==> src/rtl/cpu_pkg.sv <==
// rtl/cpu_pkg.sv - shared constants, FSM states and ALU encoding for multi_cycle_cpu
package cpu_pkg;

    // Primary opcodes
    localparam logic [5:0] OP_RTYPE = 6'h00;
    localparam logic [5:0] OP_LW    = 6'h23;
    localparam logic [5:0] OP_SW    = 6'h2B;
    localparam logic [5:0] OP_BEQ   = 6'h04;
    localparam logic [5:0] OP_J     = 6'h02;
    localparam logic [5:0] OP_ADDI  = 6'h08;

    // R-type function codes
    localparam logic [5:0] FN_ADD = 6'h20;
    localparam logic [5:0] FN_SUB = 6'h22;
    localparam logic [5:0] FN_AND = 6'h24;
    localparam logic [5:0] FN_OR  = 6'h25;
    localparam logic [5:0] FN_SLT = 6'h2A;

    // The all-zero word decodes as an R-type whose result lands in reg 0.
    localparam logic [31:0] NOP_INSTR = 32'h0000_0000;

    typedef enum logic [2:0] {
        S_FETCH,
        S_DECODE,
        S_EXEC,
        S_MEM,
        S_WB,
        S_HALT
    } state_e;

    typedef enum logic [2:0] {
        ALU_ADD,
        ALU_SUB,
        ALU_AND,
        ALU_OR,
        ALU_SLT
    } alu_op_e;

    function automatic logic instr_legal(input logic [31:0] instr);
        logic [5:0] op;
        logic [5:0] fn;
        op = instr[31:26];
        fn = instr[5:0];
        if (instr == NOP_INSTR) begin
            return 1'b1;
        end
        if (op == OP_RTYPE) begin
            return (fn == FN_ADD) || (fn == FN_SUB) || (fn == FN_AND) ||
                   (fn == FN_OR)  || (fn == FN_SLT);
        end
        return (op == OP_LW) || (op == OP_SW) || (op == OP_BEQ) ||
               (op == OP_J)  || (op == OP_ADDI);
    endfunction

    function automatic alu_op_e funct_to_alu(input logic [5:0] fn);
        case (fn)
            FN_SUB:  return ALU_SUB;
            FN_AND:  return ALU_AND;
            FN_OR:   return ALU_OR;
            FN_SLT:  return ALU_SLT;
            default: return ALU_ADD;
        endcase
    endfunction

endpackage

==> src/rtl/cpu_alu.sv <==
// rtl/cpu_alu.sv - combinational add/sub/and/or/slt ALU with zero flag
//   a_i, b_i : operands
//   op_i     : alu_op_e operation select
//   res_o    : result (wraps mod 2^32)
//   zero_o   : res_o == 0
module cpu_alu
    import cpu_pkg::*;
(
    input  logic [31:0] a_i,
    input  logic [31:0] b_i,
    input  alu_op_e     op_i,
    output logic [31:0] res_o,
    output logic        zero_o
);

    always_comb begin
        res_o = a_i + b_i;
        case (op_i)
            ALU_SUB: res_o = a_i - b_i;
            ALU_AND: res_o = a_i & b_i;
            ALU_OR:  res_o = a_i | b_i;
            ALU_SLT: res_o = {31'd0, $signed(a_i) < $signed(b_i)};
            default: res_o = a_i + b_i;
        endcase
    end

    assign zero_o = (res_o == 32'd0);

endmodule

==> src/rtl/multi_cycle_cpu.sv <==
// rtl/multi_cycle_cpu.sv - multi-cycle MIPS-subset core with shared req/ready memory port
//   clk, rst_n          : rising-edge clock, asynchronous active-low reset
//   mem_req/we/addr/wdata, mem_rdata/ready : single shared instruction/data port
//   pc_out              : address of the instruction in flight
//   halt                : core stopped on an illegal instruction
//   dbg_raddr/dbg_rdata : combinational register-file read port
//   cycle_cnt/instr_cnt : perf counters, present only when CPU_PERF_CNT_EN is defined
module multi_cycle_cpu
    import cpu_pkg::*;
#(
    parameter int unsigned ADDR_W   = 32,
    parameter logic [31:0] RESET_PC = 32'h0000_0000
`ifdef CPU_PERF_CNT_EN
    ,
    parameter int unsigned CNT_W    = 32
`endif
) (
    input  logic              clk,
    input  logic              rst_n,
    output logic              mem_req,
    output logic              mem_we,
    output logic [ADDR_W-1:0] mem_addr,
    output logic [31:0]       mem_wdata,
    input  logic [31:0]       mem_rdata,
    input  logic              mem_ready,
    output logic [31:0]       pc_out,
    output logic              halt,
    input  logic [4:0]        dbg_raddr,
    output logic [31:0]       dbg_rdata
`ifdef CPU_PERF_CNT_EN
    ,
    output logic [CNT_W-1:0]  cycle_cnt,
    output logic [CNT_W-1:0]  instr_cnt
`endif
);

    state_e              state_q;
    logic [31:0]         pc_q, instr_pc_q, ir_q, a_q, b_q, alu_q, mdr_q;
    logic                mem_req_q, mem_we_q, halt_q;
    logic [ADDR_W-1:0]   mem_addr_q;
    logic [31:0]         mem_wdata_q;
    logic [31:0]         rf_q [32];

    logic [5:0]  op;
    logic [4:0]  rs, rt, rd, wb_idx;
    logic [31:0] imm_sext, alu_b, alu_res, pc_exec_d, wb_data;
    logic        is_rtype, alu_zero;
    alu_op_e     alu_op;

    assign op       = ir_q[31:26];
    assign rs       = ir_q[25:21];
    assign rt       = ir_q[20:16];
    assign rd       = ir_q[15:11];
    assign imm_sext = {{16{ir_q[15]}}, ir_q[15:0]};
    assign is_rtype = (op == OP_RTYPE);

    // beq compares through the subtractor; everything that is not R-type uses the immediate.
    assign alu_b  = (is_rtype || op == OP_BEQ) ? b_q : imm_sext;
    assign alu_op = is_rtype ? funct_to_alu(ir_q[5:0]) : ((op == OP_BEQ) ? ALU_SUB : ALU_ADD);

    cpu_alu u_alu (
        .a_i    (a_q),
        .b_i    (alu_b),
        .op_i   (alu_op),
        .res_o  (alu_res),
        .zero_o (alu_zero)
    );

    // pc_q already points past the current instruction when EXEC runs.
    always_comb begin
        pc_exec_d = pc_q;
        if (op == OP_BEQ && alu_zero) begin
            pc_exec_d = pc_q + {imm_sext[29:0], 2'b00};
        end else if (op == OP_J) begin
            pc_exec_d = {pc_q[31:28], ir_q[25:0], 2'b00};
        end
    end

    // Outputs are registered, so a fetch is pre-armed when leaving EXEC/WB. After a
    // store, or out of reset, the first FETCH cycle only raises mem_req, which keeps
    // an idle bus cycle between back-to-back transfers.
    always_ff @(posedge clk or negedge rst_n) begin
        if (!rst_n) begin
            state_q     <= S_FETCH;
            pc_q        <= RESET_PC;
            instr_pc_q  <= RESET_PC;
            ir_q        <= '0;
            a_q         <= '0;
            b_q         <= '0;
            alu_q       <= '0;
            mdr_q       <= '0;
            mem_req_q   <= 1'b0;
            mem_we_q    <= 1'b0;
            mem_addr_q  <= '0;
            mem_wdata_q <= '0;
            halt_q      <= 1'b0;
        end else begin
            case (state_q)
                S_FETCH: begin
                    if (!mem_req_q) begin
                        mem_req_q  <= 1'b1;
                        mem_we_q   <= 1'b0;
                        mem_addr_q <= pc_q[ADDR_W-1:0];
                    end else if (mem_ready) begin
                        ir_q       <= mem_rdata;
                        instr_pc_q <= pc_q;
                        pc_q       <= pc_q + 32'd4;
                        mem_req_q  <= 1'b0;
                        state_q    <= S_DECODE;
                    end
                end
                S_DECODE: begin
                    a_q <= rf_q[rs];
                    b_q <= rf_q[rt];
                    if (!instr_legal(ir_q)) begin
                        halt_q  <= 1'b1;
                        state_q <= S_HALT;
                    end else begin
                        state_q <= S_EXEC;
                    end
                end
                S_EXEC: begin
                    case (op)
                        OP_LW, OP_SW: begin
                            mem_req_q   <= 1'b1;
                            mem_we_q    <= (op == OP_SW);
                            mem_addr_q  <= {alu_res[ADDR_W-1:2], 2'b00};
                            mem_wdata_q <= b_q;
                            state_q     <= S_MEM;
                        end
                        OP_BEQ, OP_J: begin
                            pc_q       <= pc_exec_d;
                            mem_req_q  <= 1'b1;
                            mem_we_q   <= 1'b0;
                            mem_addr_q <= pc_exec_d[ADDR_W-1:0];
                            state_q    <= S_FETCH;
                        end
                        default: begin
                            alu_q   <= alu_res;
                            state_q <= S_WB;
                        end
                    endcase
                end
                S_MEM: begin
                    if (mem_ready) begin
                        mem_req_q <= 1'b0;
                        mem_we_q  <= 1'b0;
                        if (op == OP_LW) begin
                            mdr_q   <= mem_rdata;
                            state_q <= S_WB;
                        end else begin
                            state_q <= S_FETCH;
                        end
                    end
                end
                S_WB: begin
                    mem_req_q  <= 1'b1;
                    mem_we_q   <= 1'b0;
                    mem_addr_q <= pc_q[ADDR_W-1:0];
                    state_q    <= S_FETCH;
                end
                S_HALT: begin
                end
                default: state_q <= S_FETCH;
            endcase
        end
    end

    assign wb_idx  = is_rtype ? rd : rt;
    assign wb_data = (op == OP_LW) ? mdr_q : alu_q;

    always_ff @(posedge clk or negedge rst_n) begin
        if (!rst_n) begin
            for (int i = 0; i < 32; i++) begin
                rf_q[i] <= '0;
            end
        end else if (state_q == S_WB && wb_idx != 5'd0) begin
            rf_q[wb_idx] <= wb_data;
        end
    end

    assign dbg_rdata = (dbg_raddr == 5'd0) ? 32'd0 : rf_q[dbg_raddr];
    assign mem_req   = mem_req_q;
    assign mem_we    = mem_we_q;
    assign mem_addr  = mem_addr_q;
    assign mem_wdata = mem_wdata_q;
    assign halt      = halt_q;
    assign pc_out    = (state_q == S_FETCH) ? pc_q : instr_pc_q;

`ifdef CPU_PERF_CNT_EN
    logic [CNT_W-1:0] cycle_cnt_q, instr_cnt_q;
    logic             instr_done;

    // Completion is any transition back into FETCH.
    assign instr_done = (state_q == S_EXEC && (op == OP_BEQ || op == OP_J)) ||
                        (state_q == S_MEM && mem_ready && op != OP_LW) ||
                        (state_q == S_WB);

    always_ff @(posedge clk or negedge rst_n) begin
        if (!rst_n) begin
            cycle_cnt_q <= '0;
            instr_cnt_q <= '0;
        end else begin
            if (state_q != S_HALT) begin
                cycle_cnt_q <= cycle_cnt_q + 1'b1;
            end
            if (instr_done) begin
                instr_cnt_q <= instr_cnt_q + 1'b1;
            end
        end
    end

    assign cycle_cnt = cycle_cnt_q;
    assign instr_cnt = instr_cnt_q;
`endif

endmodule
==> config.mk <==
export PLATFORM = sky130hd
export DESIGN_NAME = multi_cycle_cpu
export DESIGN_NICKNAME = d
export VERILOG_FILES = /design/src/rtl/cpu_pkg.sv /design/src/rtl/cpu_alu.sv /design/src/rtl/multi_cycle_cpu.sv
export SDC_FILE = /design/constraint.sdc
export NUM_CORES = 2
export LEC_CHECK = 0
export BUFFER_PORTS_ARGS = -buffer_cell sky130_fd_sc_hd__buf_2
export CAP_MARGIN = 40
export CORE_MARGIN = 5
export CORE_UTILIZATION = 30
export CTS_BUF_LIST = sky130_fd_sc_hd__clkbuf_8
export DETAILED_ROUTE_END_ITERATION = 10
export PLACE_DENSITY = 0.5
export RECOVER_POWER = 50
export SLEW_MARGIN = 20
export SYNTH_ARGS = -nofsm -noshare
export SYNTH_HDL_FRONTEND = slang
export SYNTH_SLANG_ARGS = --single-unit
==> constraint.sdc <==
create_clock -name clk -period 5.3 [get_ports clk]
set_input_delay 0.265 -clock clk [delete_from_list [all_inputs] [get_ports clk]]
set_output_delay 0.265 -clock clk [all_outputs]
set_load 0.02 [all_outputs]
==> metrics.md <==
| Metric | Value |
|---|---|
| RSZ-0062 raised after global routing | `yes` |
| Count leader, synth | `dfrtp_1` |
| Clk_skew | `130 ps` |
| Number of DRC violations after detailed-routing iteration 0 | `6805` |
| Ys flop type | `dfrtp_1` |
| Synth top area share | `41.1%` |
| Switching power share of the total | `24.3%` |
| Yosys warns | `0` |
| Post-DP HPWL | `205000 um` |
| Cells after Synth | `7191` |
| Post-synthesis sequential area ratio | `41.1%` |
| Post-Place Cell Area | `88800 um^2` |
| Critical Path AT | `6640 ps` |
| Clk_lat worst skew | `1060 ps` |
| Delay-heaviest family, CP | `simple AND/OR/NAND/NOR gates` |
| R2R Path Start | `ir_q[30]$_DFFE_PN0P_` |
| Period utilisation layout | `110%` |
| Core Box Area | `267000 um^2` |
| Pre-CTS setup slack | `-846 ps` |
| Post-synth cell types | `91` |
| Antenna violations before repair | `24` |
| Drt pass-1 iters | `7` |
| Post-Syn Area per Cell | `11.2 um^2` |
| WL/cell | `28.1 um` |
| Slew headroom | `-88.1%` |
| Clock transition at path regs | `60 ps` |
| Final WS setup | `-506 ps` |
| Max Fclk | `172 MHz` |
| Number of synthesized register bits | `1318` |
| ANT nets after route | `0` |
| Reg2Reg Depth | `25` |
| Synth area leader | `dfrtp_1` |
| PD cells | `219 nW/um^2` |
| DR vias/cell | `5.66` |
| Period minus WS final | `5810 ps` |
| Slowest stage delay, CP | `580 ps` |
| Mapped Nets | `7361` |
| Asr flop ratio synth | `100%` |
| Post-Syn Area | `80300 um^2` |
| Internal power | `15800 uW` |
| Max Slew Vio Count | `1044` |
| Clock Power Share | `48.9%` |
| Status | `complete, but fails checks` |
| Pin count of the biggest net entering global routing | `187` |
| NetSw | `5060 uW` |
| Flop pwr share | `48.3%` |
| Inserted Clock Buffers | `234` |
| WHS Path Cells | `4` |
| # IOs | `171` |
| Final Hold Viols | `0` |
| Critical Path Stages | `25` |
| Setup TNS | `-21930 ps` |
| Least-Margin Pin Slew | `2820 ps` |
| Grt total ovfl | `0` |
| Starting Density | `30.0%` |
| Slowest CP cell | `or4_4` |
| Via count | `63.7k` |
| Final wirelength | `316000 um` |
| Critical-path maximum fanout | `6` |
| Number of port buffers | `170` |
| Die area | `278000 um^2` |
| Worst Setup End Kind | `flop` |
| CTS tree | `yes` |
| Post-synth EDFFs | `0` |
| Top cells by area, synth | `dfrtp_1 41%, mux4_2 27%, a21oi_1 4.6%, nand2_1 4.0%, nor2_1 3.7%` |
| Total GRT Usage | `22.3%` |
| Share of layout cells above drive strength 1 | `31.6%` |
| DRC Markers | `0` |
| Critical path required time | `6130 ps` |
| Final setup viols | `61` |
| Global-route wire length before repair | `459000 um` |
| Combinational cell fraction of total power | `2.8%` |
| Std cell rows | `190` |
| Worst R2R Setup Slack | `-510 ps` |
| Worst hold path type | `in2reg` |
| Failing checks | `max-capacitance violations, max-slew violations, negative setup slack` |
| Area growth syn-to-layout | `18.6%` |
| H-tree depth | `4` |
| Hold Path Sink | `ir_q[22]$_DFFE_PN0P_` |
| Crit path buffers/inverters | `6` |
| Clock Tree Root | `clkbuf_8` |
| Finished Core Util | `35.6%` |
| Max-cap violations | `11` |
| Die height | `527 um` |
| Worst-case clock buffer depth | `4` |
| Peak VDD IR | `0.178 mV` |
| Die width | `527 um` |
| Worst Hold Launch | `mem_rdata[22]` |
| Startpoint Class | `flop` |
| Final Instance Area | `95200 um^2` |
| Endpoint of the worst register-to-register path | `mem_addr[6]$_DFFE_PN0P_` |
| GP Congestion | `0.938` |
| Synth top cells by count | `1318 x dfrtp_1, 960 x mux4_2, 862 x nand2_1, 797 x nor2_1, 743 x a21oi_1` |
| Vias in the first global route | `63.2k` |
| Leakage Power | `0.0401 uW` |
| Setup CP Type | `reg2reg` |
| Final net count | `7697` |
| # clock sinks | `1318` |
sequential cells by signal (all words and copies together) (netlist names):
signal,flops
rf_q,1024
a_q,32
alu_q,32
b_q,32
instr_pc_q,32
ir_q,32
mdr_q,32
mem_addr,32
mem_wdata,32
pc_q,32
state_q,3
halt,1
mem_req,1
mem_we,1
logic make-up after synthesis:
group,synth area share (%)
multiplexers,30.6
XOR/XNOR,0.546
AO/OA/AOI/OAI,11.8
buffers and inverters,3.95
flip-flops,41.1
AND/OR/NAND/NOR,10.0
adder cells (fa/ha/maj),2.07
cell usage in the layout, fill, tap and decap left out, drive strengths merged, types with 14 or more instances in the layout:
cell,instances
mux2i,171
mux2,107
o21ai,574
o21bai,16
dfrtp,1318
a21oi,745
and2,14
xor2,19
nand2b,27
xnor2,31
dlygate4sd3,36
a221oi,20
nor2,797
nand2,862
o22ai,14
or3,17
clkbuf,323
nor3,41
a21o,61
or2,14
o211ai,39
inv,190
a31oi,20
nor2b,36
nor4,23
and3,19
clkinv,33
mux4,960
buf,756
nand4,19
nor3b,16
o21a,23
nand3,40
ha,127
a211oi,28
cell type report:
type	count	area, um^2
diodes	6	15.0
clock buffers	300	4130
clock inverters	118	817
fillers	26500	172000
inverters	120	450
multi-input cells	5038	45500
flip-flops and latches	1318	33000
well taps	3552	4440
repair buffers	815	6850
how the worst max path moves through the flow:
stage                    startpoint                        to  slack (ps)
2_1_floorplan  ir_q[31]$_DFFE_PN0P_  mem_addr[23]$_DFFE_PN0P_         -50
3_3_place_gp   ir_q[31]$_DFFE_PN0P_  mem_addr[15]$_DFFE_PN0P_        -780
3_5_place_dp   ir_q[31]$_DFFE_PN0P_   mem_addr[6]$_DFFE_PN0P_        -850
4_1_cts        ir_q[31]$_DFFE_PN0P_  mem_addr[10]$_DFFE_PN0P_        -370
5_1_grt        ir_q[30]$_DFFE_PN0P_  mem_addr[23]$_DFFE_PN0P_        -710
6_report       ir_q[30]$_DFFE_PN0P_   mem_addr[6]$_DFFE_PN0P_        -510
routing by layer:
| layer | GRT usage (%) | part of all wire (%) | vias up |
|---|---|---|---|
| li1 | - | - | 27300 |
| met1 | 30.9 | 43 | 33000 |
| met4 | 7.24 | 3.6 | 6 |
| met3 | 3.67 | 7.2 | 565 |
| met2 | 35.7 | 46 | 2809 |
| met5 | 0 | 0.012 | - |
power by group through the flow:
stage / Clock [uW] / Combinational (uW) / Sequential [uW]
floorplan: 0 / 205 / 10200
global placement: 0 / 579 / 10200
detailed placement: 0 / 584 / 10200
CTS: 10400 / 615 / 10100
global route: 10900 / 638 / 10100
finish: 10200 / 581 / 10100
repair_timing:
action,in CTS,in global routing
endpoints found under the hold margin,413,0
pin swaps,35,41
cloned,1,1
setup endpoints to repair,60,61
hold buffers,37,0
setup buffers,23,5
resized for setup,127,84
through the flow:
stage	hold slack (ps)	total power, uW	std cells
final	99.0	20800	11300
after floorplan	-30.6	10500	7191
after global routing	66.4	21600	11300
after detailed placement	308	10800	10800
after CTS	9.12	21100	11300
after global placement	310	10800	10800
worst register-to-register path, cell delays in order (launching register included):
cell and delay, ps:
dfrtp_1 380, or4_4 580, nor2_4 220, buf_6 160
nand2_4 50, nand2_4 60, buf_6 110, ha_4 120
inv_2 30, fa_2 340, nor2b_4 140, o21a_1 180
or3_4 410, buf_4 190, o21a_4 230, nor3_2 120
o21ai_1 100, a221o_1 350, or4_4 500, nor4_4 320
nand4_4 180, buf_12 190, buf_12 170, mux2i_2 170
a222oi_1 300, o21ai_1 100
No activity file was read; power rests on OpenSTA's default activity.
